==> config.mk <==
export PLATFORM = sky130hd
export DESIGN_NAME = sphere_ray_scheduler
export DESIGN_NICKNAME = d
export VERILOG_FILES = /design/src/rtl/sphere_sched_pkg.sv /design/src/rtl/sphere_table.sv /design/src/rtl/sphere_ray_scheduler.sv
export SDC_FILE = /design/constraint.sdc
export NUM_CORES = 1
export LEC_CHECK = 0
export CORE_MARGIN = 1
export CORE_UTILIZATION = 35
export DETAILED_ROUTE_END_ITERATION = 8
export GPL_TIMING_DRIVEN = 0
export REMOVE_ABC_BUFFERS = 1
export SYNTH_ARGS = -nofsm -noshare
export SYNTH_HDL_FRONTEND = slang
export SYNTH_SLANG_ARGS = --single-unit
==> constraint.sdc <==
create_clock -name CLK -period 3.92 [get_ports CLK]
set_input_delay 0.784 -clock CLK [delete_from_list [all_inputs] [get_ports CLK]]
set_output_delay 0.784 -clock CLK [all_outputs]
set_load 0.02 [all_outputs]
==> src/rtl/sphere_sched_pkg.sv <==
// Shared types for the sphere/ray scheduler: FSM states, table entries,
// captured rays and the per-sphere result record.
package sphere_sched_pkg;

  typedef enum logic [2:0] {
    IDLE,
    ISSUE,
    WAIT,
    EMIT,
    DONE
  } sched_state_t;

  typedef struct packed {
    logic signed [15:0] x;
    logic signed [15:0] y;
    logic signed [15:0] z;
    logic signed [15:0] radius;
  } sphere_t;

  typedef struct packed {
    logic signed [15:0] x;
    logic signed [15:0] y;
    logic signed [15:0] z;
  } vec3_t;

  typedef struct packed {
    vec3_t start;
    vec3_t dir;
  } ray_t;

  // Index is sized for the largest table; the scheduler narrows it on output.
  localparam int MaxIdxW = 16;

  typedef struct packed {
    logic [MaxIdxW-1:0] index;
    logic               intersects;
    logic [15:0]        discriminant;
    logic [15:0]        b;
  } result_t;

endpackage

==> src/rtl/sphere_table.sv <==
// Sphere register file: one 64-bit {X,Y,Z,Radius} entry per sphere,
// asynchronous read, gated write, cleared by reset.
module sphere_table
  import sphere_sched_pkg::*;
#(
  parameter int NumSpheres = 8,
  parameter int IdxW       = 3
) (
  input  logic            CLK,
  input  logic            aresetn,
  input  logic            writeEnable,
  input  logic [IdxW-1:0] writeAddr,
  input  logic [63:0]     writeData,
  input  logic [IdxW-1:0] readAddr,
  output logic [63:0]     readData
);

  sphere_t mem [NumSpheres];

  // NOTE: the table is architecturally visible after reset, so it sits in the
  // reset domain; state registers use <= so every flop samples pre-edge values.
  always_ff @(posedge CLK or negedge aresetn) begin
    if (!aresetn) begin
      for (int i = 0; i < NumSpheres; i++) mem[i] <= '0;
    end else if (writeEnable) begin
      // Decoding against real entries drops addresses past the table end.
      for (int i = 0; i < NumSpheres; i++) begin
        if (writeAddr == IdxW'(i)) mem[i] <= writeData;
      end
    end
  end

  assign readData = mem[readAddr];

endmodule

==> src/rtl/sphere_ray_scheduler.sv <==
// Runs one ray against the sphere table through a single external
// discriminant calculator, one sphere in flight, results streamed out.
module sphere_ray_scheduler
  import sphere_sched_pkg::*;
#(
  parameter int NumSpheres = 8,
  parameter int IdxW       = (NumSpheres > 1) ? $clog2(NumSpheres) : 1,
  parameter int CntW       = $clog2(NumSpheres + 1)
) (
  input  logic                  CLK,
  input  logic                  aresetn,
  input  logic                  SphereWrite,
  input  logic [IdxW-1:0]       SphereWrAddr,
  input  logic [63:0]           SphereWrData,
  input  logic [CntW-1:0]       SphereCount,
  input  logic                  RayValid,
  output logic                  RayReady,
  input  logic [47:0]           RayStart,
  input  logic [47:0]           RayDir,
  output logic [15:0]           CalcSphereX,
  output logic [15:0]           CalcSphereY,
  output logic [15:0]           CalcSphereZ,
  output logic [15:0]           CalcSphereRadius,
  output logic [15:0]           CalcRayStartX,
  output logic [15:0]           CalcRayStartY,
  output logic [15:0]           CalcRayStartZ,
  output logic [15:0]           CalcRayDirX,
  output logic [15:0]           CalcRayDirY,
  output logic [15:0]           CalcRayDirZ,
  output logic                  CalcInputValid,
  input  logic                  CalcInputReady,
  input  logic                  CalcOutputReady,
  input  logic                  CalcQuickIntersects,
  input  logic [15:0]           CalcDiscriminant,
  input  logic [15:0]           CalcB,
  output logic                  ResultValid,
  input  logic                  ResultReady,
  output logic [IdxW-1:0]       ResultIndex,
  output logic                  ResultIntersects,
  output logic [15:0]           ResultDiscriminant,
  output logic [15:0]           ResultB,
  output logic                  ResultLast,
  output logic                  RayDone,
  output logic [NumSpheres-1:0] HitMask,
  output logic [CntW-1:0]       HitCount
);

  sched_state_t    state, stateNext;
  logic [IdxW-1:0] idx;
  logic [CntW-1:0] rayCount;
  logic [CntW-1:0] countClamped;
  logic            outOfReset;
  logic            isLast;
  ray_t            rayReg;
  result_t         resultReg;
  sphere_t         sphere;

  sphere_table #(
    .NumSpheres(NumSpheres),
    .IdxW      (IdxW)
  ) sphereTable (
    .CLK        (CLK),
    .aresetn    (aresetn),
    .writeEnable(SphereWrite && (state == IDLE)),
    .writeAddr  (SphereWrAddr),
    .writeData  (SphereWrData),
    .readAddr   (idx),
    .readData   (sphere)
  );

  assign countClamped = (SphereCount > CntW'(NumSpheres)) ? CntW'(NumSpheres) : SphereCount;
  assign isLast       = (CntW'(idx) == rayCount - 1'b1);

  // Held low through reset and until the first edge after release.
  assign RayReady = (state == IDLE) && outOfReset;

  always_ff @(posedge CLK or negedge aresetn) begin
    if (!aresetn) begin
      state      <= IDLE;
      outOfReset <= 1'b0;
    end else begin
      state      <= stateNext;
      outOfReset <= 1'b1;
    end
  end

  always_comb begin
    // NOTE: default first so no path through the case leaves stateNext unassigned.
    stateNext = state;
    unique case (state)
      IDLE:  if (RayValid && RayReady) stateNext = (countClamped == '0) ? DONE : ISSUE;
      ISSUE: if (CalcInputReady) stateNext = WAIT;
      WAIT:  if (CalcOutputReady) stateNext = EMIT;
      EMIT:  if (ResultReady) stateNext = isLast ? DONE : ISSUE;
      DONE:  stateNext = IDLE;
      default: stateNext = IDLE;
    endcase
  end

  always_ff @(posedge CLK or negedge aresetn) begin
    if (!aresetn) begin
      idx       <= '0;
      rayCount  <= '0;
      rayReg    <= '0;
      resultReg <= '0;
      HitMask   <= '0;
      HitCount  <= '0;
    end else begin
      unique case (state)
        IDLE: if (RayValid && RayReady) begin
          rayReg   <= '{start: RayStart, dir: RayDir};
          rayCount <= countClamped;
          idx      <= '0;
          HitMask  <= '0;
          HitCount <= '0;
        end
        // Leaving WAIT on the capture cycle means a lingering OutputReady is ignored.
        WAIT: if (CalcOutputReady) begin
          resultReg <= '{index:        MaxIdxW'(idx),
                         intersects:   CalcQuickIntersects,
                         discriminant: CalcDiscriminant,
                         b:            CalcB};
          if (CalcQuickIntersects) begin
            HitMask[idx] <= 1'b1;
            HitCount     <= HitCount + 1'b1;
          end
        end
        EMIT: if (ResultReady && !isLast) idx <= idx + 1'b1;
        default: ;
      endcase
    end
  end

  assign CalcInputValid   = (state == ISSUE);
  assign CalcSphereX      = sphere.x;
  assign CalcSphereY      = sphere.y;
  assign CalcSphereZ      = sphere.z;
  assign CalcSphereRadius = sphere.radius;
  assign CalcRayStartX    = rayReg.start.x;
  assign CalcRayStartY    = rayReg.start.y;
  assign CalcRayStartZ    = rayReg.start.z;
  assign CalcRayDirX      = rayReg.dir.x;
  assign CalcRayDirY      = rayReg.dir.y;
  assign CalcRayDirZ      = rayReg.dir.z;

  assign ResultValid        = (state == EMIT);
  assign ResultIndex        = IdxW'(resultReg.index);
  assign ResultIntersects   = resultReg.intersects;
  assign ResultDiscriminant = resultReg.discriminant;
  assign ResultB            = resultReg.b;
  assign ResultLast         = (state == EMIT) && isLast;
  assign RayDone            = (state == DONE);

endmodule

# After elaboration in Yosys (flattened, before gate mapping)
# Index checks and enable logic that the tools add are counted.
[classes]
n_addsub = 3
multipliers = 0
div = 0
magnitude_cmp = 4
eq_ne = 18
shift = 0
mux = 24
n_bitwise = 2
n_reduce_logical = 25
[op_table]
columns = ["cell", "count"]
rows = [
  ["$bmux 64 s3", 1],
  ["$mux 64", 2],
  ["$mux 3", 8],
  ["$mux 8", 3],
  ["$reduce_and 2->1", 10],
  ["$mux 4", 4],
  ["$pmux 8 s2", 1],
  ["$eq 3x3->1 const B", 5],
  ["$eq 3x2->1 const B", 4],
  ["$pmux 3 s4", 1],
  ["$ne 2x1->1 const B", 4],
  ["$or 8x8->8", 1],
  ["$pmux 4 s2", 1],
  ["$reduce_and 4->1", 2],
  ["$eq 3x1->1 const B", 2],
  ["$logic_and 1x1->1", 6],
  ["$logic_not 3->1", 2],
  ["$pmux 3 s2", 1],
  ["$add 4x1->4 const B", 1],
  ["$eq 3x4->1", 1],
  ["$ge 4x4->1 const B", 1],
  ["$gt 4x4->1 const B", 1],
  ["$logic_not 4->1", 1],
  ["$lt 3x4->1 const B", 1],
  ["10 further kinds", 12],
]
[totals]
regBits = 667
latch_bits = 0
mem_bits_rw = 0
rom_bits = 0
inputBits = 207
out_inout_bits = 213
word_cells = 124
n_memories = 0

# Longest topological paths before layout
# Gate-level depths: netlist of run 1.
[logic_depth]
word_depth = 8
depth_mapped = 8
mapped_depth_nobuf = 7

# Cells and area by module
# From an unflattened synthesis of run 1, not the netlist that was laid out.
[unflattened]
cells_unflattened = 1929
hier_area_um2 = 28980.3
[modules_own_cells]
columns = ["mod", "instances", "cells_each", "area_per_inst_um2", "seq_area_each_um2"]
rows = [
  ["sphere_table", 1, 1314, 22779.3, 12812.3],
  ["sphere_ray_scheduler", 1, 615, 6200.9, 3878.7],
]

# Worst setup path before layout of run 1
# OpenSTA, ideal clock, no wires.
[synth_path]
kind = "register to output"
from = "reg idx[1]"
to = "out CalcSphereRadius[0]"
arrival_ns = 1.974
required_time_ns = 3.136
path_slack_ns = 1.162
stages_incl_launch_ff = 7
path_buffers = 3
path_cell_list = "dfrtp_1 > buf_2 > buf_2 > nor2_1 > buf_2 > a221oi_1 > o21ai_0"
[synth_between]
elab_chain_cells = 4
[synth_lines]
columns = ["element", "line_no", "rtl"]
rows = [
  ["from (decl)", "sphere_ray_scheduler.sv:49", "logic [IdxW-1:0] idx;"],
  ["from (signal assigned)", "sphere_ray_scheduler.sv:128", "EMIT: if (ResultReady && !isLast) idx <= idx + 1'b1;"],
  ["$not 3->4 (not written as such)", "sphere_table.sv:33", "assign readData = mem[readAddr];"],
  ["$bmux 64 s3", "sphere_table.sv:33", ""],
  ["$mux 64 (not written as such) (2 in a row)", "sphere_table.sv:33", ""],
  ["to (decl)", "sphere_ray_scheduler.sv:23", "output logic [15:0] CalcSphereRadius,"],
]
# No other way between the ends. The select of a mux whose other input is x is not followed.

# Worst setup path in the final report of run 1
[layout_path]
from = "reg idx[2]"
to = "out CalcSphereX[4]"
[layout_between]
elab_chain_cells = 4
[layout_lines]
columns = ["element", "line_no", "rtl"]
rows = [
  ["$not 3->4 (not written as such)", "sphere_table.sv:33", ""],
  ["$bmux 64 s3", "sphere_table.sv:33", ""],
  ["$mux 64 (not written as such) (2 in a row)", "sphere_table.sv:33", ""],
  ["to (decl)", "sphere_ray_scheduler.sv:20", "output logic [15:0] CalcSphereX,"],
]
# No other way between the ends. The select of a mux whose other input is x is not followed.

==> results.sh, run 1 <==
export IMPL_cts_reportedPaths_clkPinSlew_ns=0.06
export IMPL_htreeDepth=3
export IMPL_overflow=0
export IMPL_hold_worst_slack_ns=0.1911
export IMPL_synthArstFlopShare_pct=100.0
export IMPL_initial_core_util_pct=35.28
export IMPL_synth_warnings=0
export IMPL_dp_slack_ns=-1.183
export IMPL_cp_arrival_ns=3.05
export IMPL_syn_to_final_growth_pct=32.69
export IMPL_hp_class="primary input to async pin"
export IMPL_fin_skew_ns=0.01671
export IMPL_gr_usage_met1_pct=29.02
export IMPL_grt_usage_pct=21.83
export IMPL_dpl_cell_area_sq_um=35460
export IMPL_fillers=7361
export IMPL_tightest_slew_ns=0.9613
export IMPL_post_route_util_pct=46.81
export IMPL_ant_nets=0
export IMPL_slew_violations=0
export IMPL_synth_top_family_by_area="multiplexers"
export IMPL_endpoint_kind="primary output"
export IMPL_final_cell_mix="664 x dfrtp_1, 484 x mux2_2, 369 x clkdlybuf4s50_1"
export IMPL_critPathMaxFanout=28
export IMPL_ir_drop_v=0.0004005
export IMPL_cts_tree="done"
export IMPL_clockBufferDepth=3
export IMPL_ios=420
export IMPL_core_area_sq_um=83560
export IMPL_final_common_cell="dfrtp_1"
export IMPL_io_buffers=419
export IMPL_grt_pass1_vias=21220
export IMPL_gp_congestion=0.8073
export IMPL_synth_edff_count=0
export IMPL_avgSynthCellArea_sq_um=13.29
export IMPL_rsz0062_at_grt="no"
export IMPL_cts_sinks=667
export IMPL_outcome="complete, no violations"
export IMPL_vias=20050
export IMPL_clk_latency_ns=0.62
export IMPL_diodes=0
export IMPL_max_slew_margin_pct=35.64
export IMPL_min_period_ns=3.838
export IMPL_regArea_sq_um=16700
export IMPL_synthXorXnorAreaFrac_pct=0.1486
export IMPL_nets=2899
export IMPL_grt_first_pass_wirelength_mm=140.3
export IMPL_antenna_found_initial=14
export IMPL_gr_max_usage_layer="met2"
export IMPL_leakagePower_nw=17.97
export IMPL_die_area_sq_um=85380
export IMPL_worstPathRequired_ns=3.14
export IMPL_synth_simple_area_share_pct=6.372
export IMPL_hold_buffers=0
export IMPL_synth_compound_area_share_pct=6.325
export IMPL_layoutNonFillerInstCount=3831
export IMPL_rows=106
export IMPL_drv_cap=0
export IMPL_synth_cell_types=52
export IMPL_first_pass_iters=5
export IMPL_drcViolationCount=0
export IMPL_grt_max_degree=129
export IMPL_wirelength_mm=94.13
export IMPL_multi_input_area_sq_um=12080
export IMPL_ys_flop_type="dfrtp_1"
export IMPL_finalCritPeriodShare_pct=97.90
export IMPL_max_freq_mhz=260.6
export IMPL_dp_cells=3627
export IMPL_via_per_inst=5.233
export IMPL_final_hold_violation_count=0
export IMPL_drt_wirelength_per_cell_um=24.57
export IMPL_ys_seq_area_share_pct=56.63
export IMPL_numCtsBuffers=78
export IMPL_grt_use_met3_pct=4.384
export IMPL_met2_usage_pct=35.35
export IMPL_die_x_um=292.2
export IMPL_synthAdderAreaFrac_pct=0.1273
export IMPL_finalInstanceArea_sq_um=39110
export IMPL_synth_area_sq_um=29480
export IMPL_crit_type="flop to primary output"
export IMPL_die_h_um=292.2
export IMPL_synth_cells=2218
export IMPL_finalPower_mw=34.80
export IMPL_place_hpwl_mm=58.21
export IMPL_critPathLaunchType="flop"
export IMPL_layout_drive_gt1_share_pct=32.86
export IMPL_synth_seq_cells=667
export IMPL_layout_setup_ws_ns=0.08246
export IMPL_first_iter_violations=1320
export IMPL_setup_viol=0
export IMPL_tns_ns=0
export IMPL_synth_mux_area_share_pct=27.31
export IMPL_root_buffer="clkbuf_16"
export IMPL_power_density_nw_per_um2=889.9
## cell usage after synthesis (37+ instances only)
library cell | n | area (sq um)
dfrtp_1 | 667 | 16690
mux2_2 | 484 | 5450
nand2_1 | 329 | 1235
mux2_4 | 120 | 1802
nor2_1 | 70 | 262.8
a221oi_1 | 67 | 586.8
clkbuf_1 | 54 | 202.7
a21oi_1 | 53 | 265.3
buf_2 | 53 | 265.3
a22oi_1 | 50 | 375.4
mux2i_1 | 46 | 460.4
o21ai_0 | 37 | 185.2
## sequential cells by signal, summed over array words and instances (netlist names)
name and flops:
HitCount 4, CalcRayDirZ 16, CalcRayStartZ 16, idx 3
rayCount 4, ResultDiscriminant 16, HitMask 8, CalcRayDirX 16
state 3, CalcRayStartX 16, ResultB 16, outOfReset 1
CalcRayDirY 16, ResultIntersects 1, ResultIndex 3, sphereTable.mem 512
CalcRayStartY 16
## per-layer routing
metal	part of all wire [%]	wire, um	vias up
li1	-	-	8890
met1	43	40480	10460
met2	48	45430	491
met3	5.7	5375	182
met4	2.8	2680	26
met5	0.17	160	-
## worst max-delay path: stages (launching register included)
cell and delay [ns]:
dfrtp_4 0.52, buf_16 0.25, buf_16 0.25, mux2_2 0.36, a221oi_1 0.26, o22ai_1 0.18, clkdlybuf4s50_1 0.57
## report_power, final
part           internal, mW  switching, mW
clock                  4.74           2.97
sequential             10.3           1.93
combinational          7.49           7.36
total                  22.5           12.3
## worst paths after layout
| check | startpoint | to | slack [ns] | cells after the start |
|---|---|---|---|---|
| max | idx[2]$_DFFE_PN0P_ | CalcSphereX[4] | 0.08 | 6 |
| max reg2reg | state[1]$_DFFE_PN0P_ | sphereTable.mem[353]$_DFFE_PN0P_ | 0.63 | 8 |
| max in group asynchronous | aresetn | sphereTable.mem[360]$_DFFE_PN0P_ | 1.58 | 4 |
| min | aresetn | ResultB[14]$_DFFE_PN0P_ | 0.19 | 1 |
| min in group CLK | CalcRayDirY[7]$_DFFE_PN0P_ | CalcRayDirY[7]$_DFFE_PN0P_ | 0.47 | 2 |
| min reg2reg | CalcRayDirY[7]$_DFFE_PN0P_ | CalcRayDirY[7]$_DFFE_PN0P_ | 0.47 | 2 |
## cell type report
cell class / count / area share (%)
sequential: 667 / 42.71
multi-input combinational: 1394 / 30.89
clock inverter: 27 / 0.9758
tap: 1080 / 3.455
timing repair buffer: 541 / 15.87
clock buffer: 115 / 5.998
inverter: 7 / 0.1024
## timing repair
| item | CTS | global route |
|---|---|---|
| setup buffers | 45 | 8 |
| gates resized for setup | 74 | 11 |
| endpoints found under the setup margin | 65 | 13 |
| pin swaps | 6 | 4 |
| cloned | 8 | 1 |
## kinds of logic (layout without fill, tap and decap cells)
logic type / count (synthesis) / in the layout
flip-flops: 667 / 667
XOR/XNOR: 5 / 5
multiplexers: 670 / 670
other: 1 / 1
adder cells (fa/ha/maj): 3 / 3
AO/OA/AOI/OAI: 260 / 260
buffers and inverters: 160 / 690
AND/OR/NAND/NOR: 452 / 455
Note: power is estimated with default switching activity, not from simulation.
==> run 2: changes to the inputs <==
--- a/config.mk
+++ b/config.mk
@@ -12,4 +12,5 @@
 export REMOVE_ABC_BUFFERS = 1
 export SYNTH_ARGS = -nofsm -noshare
 export SYNTH_HDL_FRONTEND = slang
+export SYNTH_HIERARCHICAL = 1
 export SYNTH_SLANG_ARGS = --single-unit
==> run 2 against run 1 <==
Routed wire length is 20% lower. Total power is 8.7% lower. Register-to-register slack worse by 0.22 ns. Critical path depth is 1 lower. Sequential power is 5% lower. Flip-flop and latch count stayed put. Count of clock-buffer cells in the layout is 13 lower. Combinational power is 14% lower. Non-clock buffer count is 42 lower. Critical endpoint is now CalcSphereY[9]. Largest cell class unchanged.
==> results.sh, run 2 <==
export IMPL_drcViolationCount=0
export IMPL_htreeDepth=3
export IMPL_finalCritPeriodShare_pct=97.11
export IMPL_die_h_um=289.8
export IMPL_synth_area_sq_um=28980
export IMPL_overflow=0
export IMPL_min_period_ns=3.807
export IMPL_endpoint_kind="primary output"
export IMPL_critPathMaxFanout=19
export IMPL_hp_class="primary input to async pin"
export IMPL_regArea_sq_um=16700
export IMPL_synth_edff_count=0
export IMPL_synthArstFlopShare_pct=100.0
export IMPL_yosys_area_top_type="dfrtp_1"
export IMPL_layout_drive_gt1_share_pct=39.53
export IMPL_grt_usage_pct=17.89
export IMPL_slew_violations=0
export IMPL_setup_viol=0
export IMPL_synth_top_area_share_pct=57.59
export IMPL_numCtsBuffers=78
export IMPL_place_hpwl_mm=50.18
export IMPL_outcome="complete, no violations"
export IMPL_clk_latency_ns=0.62
export IMPL_finalInstanceArea_sq_um=37840
export IMPL_initial_core_util_pct=35.35
export IMPL_core_area_sq_um=81980
export IMPL_fillers=7172
export IMPL_die_area_sq_um=83960
export IMPL_leakagePower_nw=16.65
export IMPL_first_iter_violations=677
export IMPL_ios=420
export IMPL_ant_nets=0
export IMPL_power_density_nw_per_um2=839.4
export IMPL_cts_sinks=667
export IMPL_nets=2594
export IMPL_antenna_found_initial=12
export IMPL_via_per_inst=5.030
export IMPL_wirelength_mm=75.30
export IMPL_ys_top_cells_by_count="667 x dfrtp_1, 611 x mux2_2, 307 x nand2_1, 128 x mux4_2, 69 x buf_2"
export IMPL_crit_type="flop to primary output"
export IMPL_root_buffer="clkbuf_16"
export IMPL_die_x_um=289.8
export IMPL_final_common_cell="dfrtp_1"
export IMPL_clockBufferDepth=3
export IMPL_cts_reportedPaths_clkPinSlew_ns=0.06
export IMPL_grt_first_pass_wirelength_mm=115.1
export IMPL_critPathLaunchType="flop"
export IMPL_final_hold_violation_count=0
export IMPL_synth_most_common_cell="dfrtp_1"
export IMPL_final_cell_mix="664 x dfrtp_1, 611 x mux2_2, 407 x clkdlybuf4s50_1"
export IMPL_netlist_top_cells_area="dfrtp_1 58%, mux2_2 24%, mux4_2 9.9%"
export IMPL_worstPathRequired_ns=3.14
export IMPL_rows=105
export IMPL_ys_seq_area_share_pct=57.59
export IMPL_dpl_cell_area_sq_um=34940
export IMPL_drv_cap=0
export IMPL_io_buffers=419
export IMPL_max_slew_margin_pct=43.97
export IMPL_grt_max_degree=127
export IMPL_syn_to_final_growth_pct=30.56
export IMPL_synth_warnings=6
export IMPL_ir_drop_v=0.0005016
export IMPL_vias=17680
export IMPL_multi_input_area_sq_um=11610
export IMPL_synth_cells=1929
export IMPL_synth_cell_types=47
export IMPL_tightest_slew_ns=0.8404
export IMPL_ys_flop_type="dfrtp_1"
export IMPL_grt_pass1_vias=19220
export IMPL_synth_seq_cells=667
export IMPL_cp_arrival_ns=3.02
export IMPL_largest_reg_flops=512
export IMPL_tns_ns=0
export IMPL_rsz0062_at_grt="no"
export IMPL_avgSynthCellArea_sq_um=15.02
export IMPL_max_freq_mhz=262.7
export IMPL_first_pass_iters=4
export IMPL_drt_wirelength_per_cell_um=21.42
export IMPL_top_register="sphereTable/mem"
export IMPL_gp_congestion=0.7972
export IMPL_fin_skew_ns=0.02719
export IMPL_cts_tree="done"
==> run 2: where the power goes <==
part           leakage, nW  internal (mW)  switching (mW)
Clock                 1.31           4.39            2.96
Sequential            8.37           10.0            1.63
Combinational         6.97           7.27            5.51
Total                 16.7           21.7            10.1
==> run 2: final timing paths <==
check / start / endpoint / slack, ns / depth (start not counted)
min in group CLK: CalcRayDirX[7]$_DFFE_PN0P_ / CalcRayDirX[7]$_DFFE_PN0P_ / 0.47 / 2
worst max register to register: state[0]$_DFFE_PN0P_ / sphereTable/mem[475]$_DFFE_PN0P_ / 0.41 / 11
max in group asynchronous: aresetn / CalcRayDirX[1]$_DFFE_PN0P_ / 1.44 / 4
worst max-delay path: idx[0]$_DFFE_PN0P_ / CalcSphereY[9] / 0.11 / 5
worst min register to register: CalcRayDirX[7]$_DFFE_PN0P_ / CalcRayDirX[7]$_DFFE_PN0P_ / 0.47 / 2
worst min-delay path: aresetn / sphereTable/mem[121]$_DFFE_PN0P_ / 0.20 / 1
==> run 2: stage by stage <==
step	hold slack, ns	std cells	worst slack, ns	util [%]	power [mW]
after CTS	0.2148	3503	0.02075	46.02	32.17
after detailed placement	0.4616	3355	-0.1058	42.62	24.43
after global placement	0.4598	3294	-26.50	41.24	22.95
final	0.2020	3515	0.1133	46.16	31.76
after global routing	0.2572	3515	0.002274	46.16	33.58
after floorplan	0.4591	1805	-4.650	-	19.12
==> run 2: critical path: stages, from the launching register on <==
cell and delay [ns]:
dfrtp_4 0.52, buf_8 0.23, buf_16 0.22, mux4_2 0.52
mux2_2 0.27, clkdlybuf4s50_1 0.59
==> run 2: cell type report <==
class                           instances  area share [%]
Multi-Input combinational cell       1130           30.69
Tap cell                             1070           3.538
Clock inverter                         38           1.111
Timing Repair Buffer                  499           14.61
Sequential cell                       667           44.14
Antenna cell                            1        0.006614
Inverter                                8         0.07936
Clock buffer                          102           5.823
==> run 2: per-layer routing <==
metal	vias up	share of wire, %	global-route usage, %
met5	-	0.10	0
met3	134	5.7	3.980
met4	14	2.2	4.882
met1	9251	41	21.69
li1	7842	-	-
met2	440	51	31.85
==> run 2: cells by family (layout without fill, tap and decap cells) <==
| family | count (synthesis) | count (layout) | synth area share [%] |
|---|---|---|---|
| muxes | 739 | 739 | 33.69 |
| buffers and inverters | 132 | 647 | 2.539 |
| adders and majority gates | 3 | 3 | 0.1295 |
| other | 1 | 2 | 0.01294 |
| DFF | 667 | 667 | 57.59 |
| AOI/OAI and AO/OA | 28 | 28 | 0.7772 |
| and+or+nand+nor | 354 | 354 | 5.060 |
| xor gates and xnor gates | 5 | 5 | 0.1986 |
==> run 2: what timing repair did <==
action	CTS	global route
gates resized for setup	9	7
buffers inserted	5	11
endpoints found under the setup margin	61	13
hold buffers	0	0
cloned	3	0
